`config.mk`:
```
export PLATFORM = sky130hd
export DESIGN_NAME = iob_uart_fifo_core
export DESIGN_NICKNAME = d
export VERILOG_FILES = /design/src/rtl/iob_uart_fifo_core.sv
export SDC_FILE = /design/constraint.sdc
export NUM_CORES = 1
export LEC_CHECK = 0
export CAP_MARGIN = 10
export CORE_MARGIN = 2
export CORE_UTILIZATION = 25
export DETAILED_ROUTE_END_ITERATION = 12
export PLACE_DENSITY_LB_ADDON = 0.08
export SYNTH_ARGS = -nofsm -noshare
export SYNTH_HDL_FRONTEND = slang
export SYNTH_SLANG_ARGS = --single-unit
export TNS_END_PERCENT = 1
```
`constraint.sdc`:
```
create_clock -name clk_i -period 4.7 [get_ports clk_i]
set_input_delay 0.47 -clock clk_i [delete_from_list [all_inputs] [get_ports clk_i]]
set_output_delay 0.47 -clock clk_i [all_outputs]
set_load 0.03 [all_outputs]
```
`src/rtl/iob_uart_fifo_core.sv`:
```
// Buffered UART engine: TX and RX FIFOs around a serializer/deserializer pair,
// with runtime parity and stop-bit selection, CTS/RTS flow control and sticky errors.

module iob_uart_fifo #(
  parameter int W  = 8,
  parameter int AW = 4
) (
  input  logic         clk,
  input  logic         arst,
  input  logic         cke,
  input  logic         flush,
  input  logic         push,
  input  logic [W-1:0] wdata,
  input  logic         pop,
  output logic [W-1:0] rdata,
  output logic         full,
  output logic         empty,
  output logic [AW:0]  level
);
  localparam int DEPTH = 2 ** AW;
  localparam logic [AW:0] DEPTH_L = (AW + 1)'(DEPTH);

  logic [W-1:0]  mem [DEPTH];
  logic [AW-1:0] wr_ptr;
  logic [AW-1:0] rd_ptr;
  logic          do_push;
  logic          do_pop;

  // Full is judged on the registered level, so a pop cannot make room for a same-cycle push.
  assign full    = (level == DEPTH_L);
  assign empty   = (level == '0);
  assign do_push = push && !full;
  assign do_pop  = pop && !empty;
  assign rdata   = empty ? '0 : mem[rd_ptr];

  always_ff @(posedge clk or posedge arst) begin
    if (arst) begin
      wr_ptr <= '0;
      rd_ptr <= '0;
      level  <= '0;
    end else if (flush) begin
      wr_ptr <= '0;
      rd_ptr <= '0;
      level  <= '0;
    end else if (cke) begin
      if (do_push) wr_ptr <= wr_ptr + 1'b1;
      if (do_pop)  rd_ptr <= rd_ptr + 1'b1;
      if (do_push && !do_pop)      level <= level + 1'b1;
      else if (!do_push && do_pop) level <= level - 1'b1;
    end
  end

  always_ff @(posedge clk) begin
    if (cke && do_push && !flush) mem[wr_ptr] <= wdata;
  end
endmodule

module iob_uart_fifo_core #(
  parameter int UART_DATA_W = 8,
  parameter int FIFO_ADDR_W = 4,
  parameter int DIV_W       = 16
) (
  input  logic                   clk_i,
  input  logic                   arst_i,
  input  logic                   cke_i,
  input  logic                   rst_soft_i,
  input  logic                   tx_en_i,
  input  logic                   rx_en_i,
  input  logic [DIV_W-1:0]       bit_duration_i,
  input  logic [1:0]             parity_i,
  input  logic                   stop2_i,
  input  logic [UART_DATA_W-1:0] tx_data_i,
  input  logic                   tx_wen_i,
  output logic                   tx_full_o,
  output logic [FIFO_ADDR_W:0]   tx_level_o,
  output logic                   tx_busy_o,
  output logic [UART_DATA_W-1:0] rx_data_o,
  input  logic                   rx_ren_i,
  output logic                   rx_empty_o,
  output logic [FIFO_ADDR_W:0]   rx_level_o,
  output logic                   rx_overrun_o,
  output logic                   rx_parity_err_o,
  output logic                   rx_frame_err_o,
  input  logic                   err_clr_i,
  output logic                   txd_o,
  input  logic                   rxd_i,
  input  logic                   cts_i,
  output logic                   rts_o
);
  localparam logic [3:0]           LAST_BIT = 4'(UART_DATA_W - 1);
  localparam logic [FIFO_ADDR_W:0] RTS_MAX  = (FIFO_ADDR_W + 1)'((2 ** FIFO_ADDR_W) - 2);

  typedef enum logic [2:0] {TX_IDLE, TX_START, TX_DATA, TX_PARITY, TX_STOP} tx_state_t;
  typedef enum logic [2:0] {RX_IDLE, RX_START, RX_DATA, RX_PARITY, RX_STOP} rx_state_t;

  tx_state_t              tx_state, tx_next;
  logic [DIV_W-1:0]       tx_cnt, tx_div;
  logic [UART_DATA_W-1:0] tx_shift, tx_head;
  logic [3:0]             tx_idx;
  logic                   tx_stop_idx, tx_stop2, tx_par_en, tx_par_bit;
  logic                   tx_empty, tx_can_start, tx_bit_end, tx_load;

  rx_state_t              rx_state, rx_next;
  logic [DIV_W-1:0]       rx_cnt, rx_div, rx_target;
  logic [UART_DATA_W-1:0] rx_shift;
  logic [3:0]             rx_idx;
  logic                   rx_par_en, rx_par_odd, rx_par_exp;
  logic                   rxd_meta, rxd_sync, rxd_prev;
  logic                   rx_fall, rx_sample, rx_push, rx_full;
  logic                   set_overrun, set_parity, set_frame;

  iob_uart_fifo #(.W(UART_DATA_W), .AW(FIFO_ADDR_W)) tx_fifo (
    .clk(clk_i), .arst(arst_i), .cke(cke_i), .flush(rst_soft_i),
    .push(tx_wen_i), .wdata(tx_data_i), .pop(tx_load), .rdata(tx_head),
    .full(tx_full_o), .empty(tx_empty), .level(tx_level_o)
  );

  iob_uart_fifo #(.W(UART_DATA_W), .AW(FIFO_ADDR_W)) rx_fifo (
    .clk(clk_i), .arst(arst_i), .cke(cke_i), .flush(rst_soft_i),
    .push(rx_push), .wdata(rx_shift), .pop(rx_ren_i), .rdata(rx_data_o),
    .full(rx_full), .empty(rx_empty_o), .level(rx_level_o)
  );

  assign tx_can_start = tx_en_i && cts_i && !tx_empty;
  assign tx_bit_end   = (tx_cnt == tx_div - 1'b1);
  assign tx_busy_o    = (tx_state != TX_IDLE);

  // tx_load pops the FIFO head and latches the frame configuration, including back-to-back restarts.
  always_comb begin
    tx_next = tx_state;
    tx_load = 1'b0;
    case (tx_state)
      TX_IDLE:   if (tx_can_start) begin tx_next = TX_START; tx_load = 1'b1; end
      TX_START:  if (tx_bit_end) tx_next = TX_DATA;
      TX_DATA:   if (tx_bit_end && tx_idx == LAST_BIT) tx_next = tx_par_en ? TX_PARITY : TX_STOP;
      TX_PARITY: if (tx_bit_end) tx_next = TX_STOP;
      TX_STOP: begin
        if (tx_bit_end && tx_stop_idx == tx_stop2) begin
          if (tx_can_start) begin tx_next = TX_START; tx_load = 1'b1; end
          else tx_next = TX_IDLE;
        end
      end
      default: tx_next = TX_IDLE;
    endcase
  end

  always_ff @(posedge clk_i or posedge arst_i) begin
    if (arst_i)          tx_state <= TX_IDLE;
    else if (rst_soft_i) tx_state <= TX_IDLE;
    else if (cke_i)      tx_state <= tx_next;
  end

  always_ff @(posedge clk_i or posedge arst_i) begin
    if (arst_i) begin
      tx_cnt <= '0; tx_div <= '0; tx_shift <= '0; tx_idx <= '0;
      tx_stop_idx <= 1'b0; tx_stop2 <= 1'b0; tx_par_en <= 1'b0; tx_par_bit <= 1'b0;
      txd_o <= 1'b1;
    end else if (rst_soft_i) begin
      tx_cnt <= '0; tx_div <= '0; tx_shift <= '0; tx_idx <= '0;
      tx_stop_idx <= 1'b0; tx_stop2 <= 1'b0; tx_par_en <= 1'b0; tx_par_bit <= 1'b0;
      txd_o <= 1'b1;
    end else if (cke_i) begin
      if (tx_load) begin
        tx_cnt      <= '0;
        tx_div      <= bit_duration_i;
        tx_shift    <= tx_head;
        tx_idx      <= '0;
        tx_stop_idx <= 1'b0;
        tx_stop2    <= stop2_i;
        tx_par_en   <= (parity_i == 2'b01) || (parity_i == 2'b10);
        tx_par_bit  <= (^tx_head) ^ (parity_i == 2'b10);
        txd_o       <= 1'b0;
      end else if (tx_state != TX_IDLE) begin
        if (tx_bit_end) begin
          tx_cnt <= '0;
          case (tx_state)
            TX_START: begin
              txd_o    <= tx_shift[0];
              tx_shift <= tx_shift >> 1;
            end
            TX_DATA: begin
              if (tx_idx == LAST_BIT) begin
                txd_o <= tx_par_en ? tx_par_bit : 1'b1;
              end else begin
                txd_o    <= tx_shift[0];
                tx_shift <= tx_shift >> 1;
                tx_idx   <= tx_idx + 1'b1;
              end
            end
            TX_PARITY: txd_o <= 1'b1;
            TX_STOP: begin
              tx_stop_idx <= 1'b1;
              txd_o       <= 1'b1;
            end
            default: txd_o <= 1'b1;
          endcase
        end else begin
          tx_cnt <= tx_cnt + 1'b1;
        end
      end
    end
  end

  // The start bit is resampled at half a bit, every later sample one full bit after the previous one.
  assign rx_fall    = rxd_prev && !rxd_sync;
  assign rx_target  = (rx_state == RX_START) ? ((rx_div >> 1) - 1'b1) : (rx_div - 1'b1);
  assign rx_sample  = (rx_cnt == rx_target);
  assign rx_par_exp = (^rx_shift) ^ rx_par_odd;
  assign set_overrun = rx_push && rx_full;

  always_comb begin
    rx_next    = rx_state;
    rx_push    = 1'b0;
    set_parity = 1'b0;
    set_frame  = 1'b0;
    if (!rx_en_i) begin
      rx_next = RX_IDLE;
    end else begin
      case (rx_state)
        RX_IDLE:  if (rx_fall) rx_next = RX_START;
        RX_START: if (rx_sample) rx_next = rxd_sync ? RX_IDLE : RX_DATA;
        RX_DATA:  if (rx_sample && rx_idx == LAST_BIT) rx_next = rx_par_en ? RX_PARITY : RX_STOP;
        RX_PARITY: begin
          if (rx_sample) begin
            rx_next    = RX_STOP;
            set_parity = (rxd_sync != rx_par_exp);
          end
        end
        RX_STOP: begin
          if (rx_sample) begin
            rx_next   = RX_IDLE;
            rx_push   = rxd_sync;
            set_frame = !rxd_sync;
          end
        end
        default: rx_next = RX_IDLE;
      endcase
    end
  end

  always_ff @(posedge clk_i or posedge arst_i) begin
    if (arst_i)          rx_state <= RX_IDLE;
    else if (rst_soft_i) rx_state <= RX_IDLE;
    else if (cke_i)      rx_state <= rx_next;
  end

  always_ff @(posedge clk_i or posedge arst_i) begin
    if (arst_i) begin
      rxd_meta <= 1'b1; rxd_sync <= 1'b1; rxd_prev <= 1'b1;
      rx_cnt <= '0; rx_div <= '0; rx_shift <= '0; rx_idx <= '0;
      rx_par_en <= 1'b0; rx_par_odd <= 1'b0;
    end else if (rst_soft_i) begin
      rxd_meta <= 1'b1; rxd_sync <= 1'b1; rxd_prev <= 1'b1;
      rx_cnt <= '0; rx_div <= '0; rx_shift <= '0; rx_idx <= '0;
      rx_par_en <= 1'b0; rx_par_odd <= 1'b0;
    end else if (cke_i) begin
      rxd_meta <= rxd_i;
      rxd_sync <= rxd_meta;
      rxd_prev <= rxd_sync;
      if (rx_state == RX_IDLE) begin
        rx_cnt     <= '0;
        rx_idx     <= '0;
        rx_div     <= bit_duration_i;
        rx_par_en  <= (parity_i == 2'b01) || (parity_i == 2'b10);
        rx_par_odd <= (parity_i == 2'b10);
      end else if (rx_sample) begin
        rx_cnt <= '0;
        if (rx_state == RX_DATA) begin
          rx_shift <= {rxd_sync, rx_shift[UART_DATA_W-1:1]};
          rx_idx   <= rx_idx + 1'b1;
        end
      end else begin
        rx_cnt <= rx_cnt + 1'b1;
      end
    end
  end

  // A set in the same cycle as a clear wins.
  always_ff @(posedge clk_i or posedge arst_i) begin
    if (arst_i) begin
      rx_overrun_o <= 1'b0; rx_parity_err_o <= 1'b0; rx_frame_err_o <= 1'b0; rts_o <= 1'b0;
    end else if (rst_soft_i) begin
      rx_overrun_o <= 1'b0; rx_parity_err_o <= 1'b0; rx_frame_err_o <= 1'b0; rts_o <= 1'b0;
    end else if (cke_i) begin
      rx_overrun_o    <= set_overrun | (rx_overrun_o & ~err_clr_i);
      rx_parity_err_o <= set_parity | (rx_parity_err_o & ~err_clr_i);
      rx_frame_err_o  <= set_frame | (rx_frame_err_o & ~err_clr_i);
      rts_o           <= rx_en_i && (rx_level_o <= RTS_MAX);
    end
  end
endmodule

```
# Word-level counts from Yosys, hierarchy flattened
# Memory sizes are Yosys's and may differ from the RTL's.
# Cells that the tools add are included.
# word_totals
output_inout_bits,26
latch_bits,0
elab_cells,303
ff_bits,134
mem_bits_ro,0
mem_count,2
mem_bits_rw,256
input_bits,38
# memory_table
name,words,word_bits,rd,rd_clocked_by_memory_dff,wr,line_no,source
rx_fifo.mem,16,8,1,0,1,23,logic [W-1:0] mem [DEPTH];
tx_fifo.mem,16,8,1,0,1,23,
# classes
multipliers,0
n_eq_ne,31
bitwise_logic,9
order_cmp,1
muxes,142
n_reduce_logical,73
shifts,0
div_mod_pow,0
n_addsub,15
# op_table
op,n
two-way mux 16 bit,16
two-way mux 8 bit,13
two-way mux 4 bit,24
two-way mux 1 bit,58
two-way mux 3 bit,17
two-way mux 5 bit,8
adder 16 x 1 -> 16 bit (second input constant),2
equality test 16 bit,2
subtractor 16 x 1 -> 16 bit (second input constant),2
case mux 3 bit (5 select lines),2
nonzero test 3 bit,9
adder 4 x 1 -> 4 bit (second input constant),6
logical AND 1 bit,20
!= test 4 bit (second input constant),5
AND reduction 2 bit,9
nonzero test 2 bit,9
case mux 8 bit (2 select lines),1
XOR reduction 8 bit,2
subtractor 15 x 1 -> 16 bit (second input constant),1
!= test 3 bit (second input constant),5
equality test 3 x 2 -> 1 bit (second input constant),4
AND reduction 6 bit,2
adder 5 x 1 -> 5 bit (second input constant),2
equality test 5 bit (second input constant),2
26 further kinds,50

# Logic depth before layout (Yosys ltp)
# depth
depth_word,13
ltp_mapped,20
mapped_depth_nobuf,18

# By module
# Synthesis repeated with hierarchy kept, for this count alone.
# hier_totals
cells_unflattened,1410
hier_area_um2,18579.1
# by_module_without_submodules
module,area_per_inst_um2,seq_area_each_um2,cells_each,instances
iob_uart_fifo,5856.9,4169.0,308,2
iob_uart_fifo_core,6865.3,2707.6,794,1

# Least setup slack after synthesis
# No wires, ideal clock.
# synth_timing
path_type,register to register
startpoint,reg rx_state[1]
endpoint,reg rx_fifo.level[4]
t_arrival_ps,4500
slack_ps,69
t_required_ps,4568
n_path_buf,2
setup_ps,132
period_less_slack_ps,4631
path_stages_with_launch,20
cell_sequence,dfrtp_1 -> buf_2 -> nor3b_1 -> buf_2 -> mux2i_1 -> ha_1 -> o211ai_1 -> nor4_2 -> nand3b_1 -> a211oi_1 -> xnor2_2 -> and4_1 -> nand3_1 -> fa_1 -> a21o_1 -> a21o_1 -> or3_1 -> mux2_1 -> xor2_1 -> nor2_1
# synth_via
elab_chain_cells,11
word_cells_on_any_way,16
cone_classes,eq/ne: 3; mux: 7; reduce/logical: 6
# synth_lines
item,line_no,source
"start, declared",103,"rx_state_t rx_state, rx_next;"
"start signal, assigned",244,else if (cke_i) rx_state <= rx_next;
equality test 3 x 1 -> 1 bit,206,assign rx_target = (rx_state == RX_START) ? ((rx_div >> 1) - 1'b1) : (rx_div - 1'b1);
two-way mux 16 bit,206,
equality test 16 bit,207,assign rx_sample = (rx_cnt == rx_target);
two-way mux 1 bit,230,if (rx_sample) begin
two-way mux 1 bit (*),219,case (rx_state)
two-way mux 1 bit (*),216,if (!rx_en_i) begin
logical AND 1 bit (*),32,assign do_push = push && !full;
logical AND 1 bit or logical NOT 1 bit (tied branches),"48, 49",
two-way mux 5 bit or logical AND 1 bit (tied branches),"48, 49",
two-way mux 5 bit or nonzero test 3 bit (tied branches),--,
two-way mux 5 bit or AND reduction 2 bit (tied branches),--,
"end signal, assigned",48,if (do_push && !do_pop) level <= level + 1'b1;
"end signal, assigned",49,else if (!do_push && do_pop) level <= level - 1'b1;
"end, declared",18,output logic [AW:0] level
# Mark *: on every way between the ends. The rest lies on a longest branch, timed or not. The select of a mux whose other input is x is not followed.
# A chain may end at the register's enable or synchronous reset.

# Worst setup path in the final report
# Same ends and word-level chain as after synthesis.

==> flow_summary.ini <==
[synth]
dominantRegCellSynth = sky130_fd_sc_hd__edfxtp_1
synth_fp_nets = 1495
synth_enable_flop_cells = 256
yosys_warnings = 0
post_synth_inst_count = 1431
synthDominantCellAreaShare_pct = 41.6
synthDistinctLibCells = 85
synth_top_area_cell = sky130_fd_sc_hd__edfxtp_1
synthesis.area_per_instance_um2 = 12.9
synth_top_cells_by_area = sky130_fd_sc_hd__edfxtp_1, sky130_fd_sc_hd__dfrtp_1, sky130_fd_sc_hd__mux4_2
synth_seq_cells = 390
post_synth_instance_area_um2 = 18500
synth-seq-area-share_pct = 59.7
async_flop_share_pct = 34.4

[sta]
setup_ws_ns = 0.322
maxSlewHeadroom_pct = 33.5
finClkSkew_ns = 0.0150
hold_violations = 0
final_worst_path_cycle_share_pct = 93.1
fmaxAchievable_mhz = 228
finalSetupTns_ns = 0
timing.final.crit_period_ns = 4.38
tightestPinTransition_ns = 0.994
setup-violations-final = 0
slew_violations = 0

[worst_setup_path]
cp-start-kind = flip-flop
criticalPathCategory = flip-flop to flip-flop
crit_path_frequent_cell = sky130_fd_sc_hd__a21o_1
path_cells = or3b_4 -> a21oi_1 -> ha_1 -> o211ai_1 -> nor4_2 -> nand3b_1 -> a211oi_2 -> xnor2_2 -> and4_1 -> nand3_2 -> fa_2 -> a21o_1 -> a21o_1 -> or3_1 -> mux2_1 -> xor2_1 -> nor2_1
worst-r2r-setup-slack_ns = 0.32
cp_num_buf_inv = 0
critical_path_required_ns = 5.17
cpPeakStageDelay_ns = 0.43
critical_path.slowest_cell = sky130_fd_sc_hd__or3b_4
cell_class_contributing_the_biggest_share_of_worst_path_delay = simple AND/OR/NAND/NOR gates
critical_path.max_fanout = 4
setup.worst_path.end_class = flip-flop
critical_path_arrival_ns = 4.84

[run]
drv.max_cap_violation_count = 0

[clock_network]
hold_buffer_count_at_cts = 0
cts_made_buffers = 48
clock_path_buffers = 3
tritoncts_num_sinks = 390
clk_pin_slew_worst_paths_ns = 0.06
clock-root-buffer = sky130_fd_sc_hd__clkbuf_16
worst_skew_pair.late_latency_ns = 0.59
cts.repair_timing.setup_buffer_count = 0
h-tree-depth = 2
cts_resized = 0
clock_tree_from_tritoncts = built

[placement]
io_buffers = 63
gp_routability_congestion = 0.758
pre_cts_slack_ns = 0.0782
place_hpwl_mm = 34.5

[power]
p_leak_nw = 7.98
max-vdd-ir-drop_mv = 0.260
power.density_nw_per_um2 = 430

[cells_and_area]
layout.nets = 1579
antenna_cells = 0
post_route_cells_drive_above_1_share_pct = 14.1
area_growth_syn_to_layout_pct = 18.9
layout.filler_cells = 7393

[outcome]
outcome = finished, violations left
violations_in_the_final_reports = DRC

[die]
fp.coreArea_um2 = 73100
top_level_ports = 64
initial_core_util_pct = 25.3
die_x_um = 276
design.die.area_um2 = 76200
die_height_um = 276
placementRows = 99

[min_path]
holdCritPathClass = input pin to flip-flop

[detailed_routing]
drc_errors = 5
via_per_inst = 4.59
wirelength_routed_mm = 50.0
route.vias.total = 11500
drt-wirelength-per-cell_um = 19.9
drt.antenna.violating_nets = 0
drt_iter0_drc = 723
firstDrtPassIters = 9

[global_route]
initial_antenna_violation_count = 0
grt_remaining_overflow = 0
via_count_of_the_first_global_routing_pass = 11900
grt_start_max_net_pins = 89
groute.usage.overall_pct = 13.3
grt_pass1_wl_mm = 76.8
## worst paths after layout
kind                                              start  cells after the start                             to
worst max-delay path            rx_state[1]$_DFFE_PP0P_                     17   rx_fifo.level[4]$_DFFE_PP0P_
worst min-delay path                         rst_soft_i                      2  rx_fifo.wr_ptr[2]$_DFFE_PP0P_
worst max register to register  rx_state[1]$_DFFE_PP0P_                     17   rx_fifo.level[4]$_DFFE_PP0P_
worst min register to register  tx_shift[3]$_DFFE_PP0P_                      1        tx_shift[3]$_DFFE_PP0P_
max in group asynchronous                        arst_i                      3        tx_shift[6]$_DFFE_PP0P_
min in group asynchronous                        arst_i                      2         rx_div[12]$_DFFE_PP0P_
## registers in the layout, indices dropped and copies added (netlist names), 4 cells and up
signal / flops
rx_idx: 4
rx_fifo.level: 5
tx_idx: 4
tx_cnt: 16
rx_fifo.mem: 128
rx_fifo.wr_ptr: 4
rx_fifo.rd_ptr: 4
rx_cnt: 16
tx_fifo.level: 5
rx_shift: 8
tx_fifo.wr_ptr: 4
tx_shift: 8
tx_div: 16
tx_fifo.rd_ptr: 4
rx_div: 16
tx_fifo.mem: 128
## routing by layer
layer | track usage [%] | part of all wire [%]
met1 | 18.6 | 48
met4 | 3.58 | 2.0
met5 | 0 | 0
met2 | 21.1 | 47
met3 | 2.34 | 3.6
## area by class of cell
class,instances,area (µm²),area share [%]
Sequential cell,390,11000,50.2
Multi-Input combinational cell,930,7050,32.0
Clock buffer,61,1320,6.01
Tap cell,959,1200,5.46
Timing Repair Buffer,113,1010,4.58
Clock inverter,29,248,1.13
Inverter,32,125,0.569
## cell families after synthesis
kind of cell	Yosys count	synth area share, %
XOR/XNOR	104	5.05
AO/OA/AOI/OAI	184	6.87
buffers and inverters	111	2.39
AND/OR/NAND/NOR	484	13.1
flip-flops	390	59.7
multiplexers	132	11.0
adder cells (fa/ha/maj)	26	1.84
## metrics by stage
stage | hold WS, ns | std cells | power (mW) | instance area (µm²) | util, %
after detailed placement | 0.482 | 2424 | 5.90 | 20400 | 27.9
after floorplan | 0.464 | 1431 | 5.25 | 18500 | -
after CTS | 0.356 | 2514 | 9.65 | 22000 | 30.1
after global placement | 0.478 | 2424 | 5.90 | 20400 | 27.9
after global routing | 0.380 | 2514 | 9.96 | 22000 | 30.1
final | 0.382 | 2514 | 9.47 | 22000 | 30.1
## cells in the final DEF (no fill, tap or decap), types with 52 or more instances in the layout
| cell type | count |
|---|---|
| sky130_fd_sc_hd__clkdlybuf4s50_1 | 62 |
| sky130_fd_sc_hd__a21oi_1 | 56 |
| sky130_fd_sc_hd__edfxtp_1 | 256 |
| sky130_fd_sc_hd__dfrtp_1 | 128 |
| sky130_fd_sc_hd__nand2_1 | 134 |
| sky130_fd_sc_hd__mux4_2 | 56 |
| sky130_fd_sc_hd__xnor2_1 | 52 |
| sky130_fd_sc_hd__mux2i_1 | 64 |
| sky130_fd_sc_hd__nor2_1 | 125 |
## cell usage after synthesis, types with 4 or more instances
cell type,instances
sky130_fd_sc_hd__nand4_1,32
sky130_fd_sc_hd__a31oi_1,7
sky130_fd_sc_hd__and4_1,5
sky130_fd_sc_hd__nor2_1,125
sky130_fd_sc_hd__o31ai_1,5
sky130_fd_sc_hd__o22ai_1,4
sky130_fd_sc_hd__nand3b_1,6
sky130_fd_sc_hd__a221oi_1,10
sky130_fd_sc_hd__inv_1,30
sky130_fd_sc_hd__and3_1,22
sky130_fd_sc_hd__mux2_1,9
sky130_fd_sc_hd__or4_1,6
sky130_fd_sc_hd__or3_1,8
sky130_fd_sc_hd__o211ai_1,9
sky130_fd_sc_hd__dfstp_2,4
sky130_fd_sc_hd__a21o_1,10
sky130_fd_sc_hd__edfxtp_1,256
sky130_fd_sc_hd__xor2_1,50
sky130_fd_sc_hd__a22oi_1,7
sky130_fd_sc_hd__and2_1,8
sky130_fd_sc_hd__mux4_2,56
sky130_fd_sc_hd__a211oi_1,10
sky130_fd_sc_hd__clkbuf_1,53
sky130_fd_sc_hd__nand2b_1,16
sky130_fd_sc_hd__a21oi_1,56
sky130_fd_sc_hd__buf_2,18
sky130_fd_sc_hd__dfrtp_1,130
sky130_fd_sc_hd__nor2b_1,17
sky130_fd_sc_hd__nand3_1,36
sky130_fd_sc_hd__o221ai_1,7
sky130_fd_sc_hd__xnor2_1,52
sky130_fd_sc_hd__nor3b_1,8
sky130_fd_sc_hd__nor3_1,31
sky130_fd_sc_hd__o21ai_0,20
sky130_fd_sc_hd__buf_1,7
sky130_fd_sc_hd__a22o_1,4
sky130_fd_sc_hd__mux2i_1,64
sky130_fd_sc_hd__nor4_1,8
sky130_fd_sc_hd__ha_1,24
sky130_fd_sc_hd__nand2_1,134
sky130_fd_sc_hd__o21ai_1,5
## power by group
group	internal [mW]	leakage, nW	total [mW]	switching [mW]
clock network	2.16	0.784	3.67	1.51
registers	3.73	4.34	3.87	0.138
logic	0.818	2.85	1.93	1.11
total	6.71	7.98	9.47	2.75
Note: power is estimated with default switching activity, not from simulation.
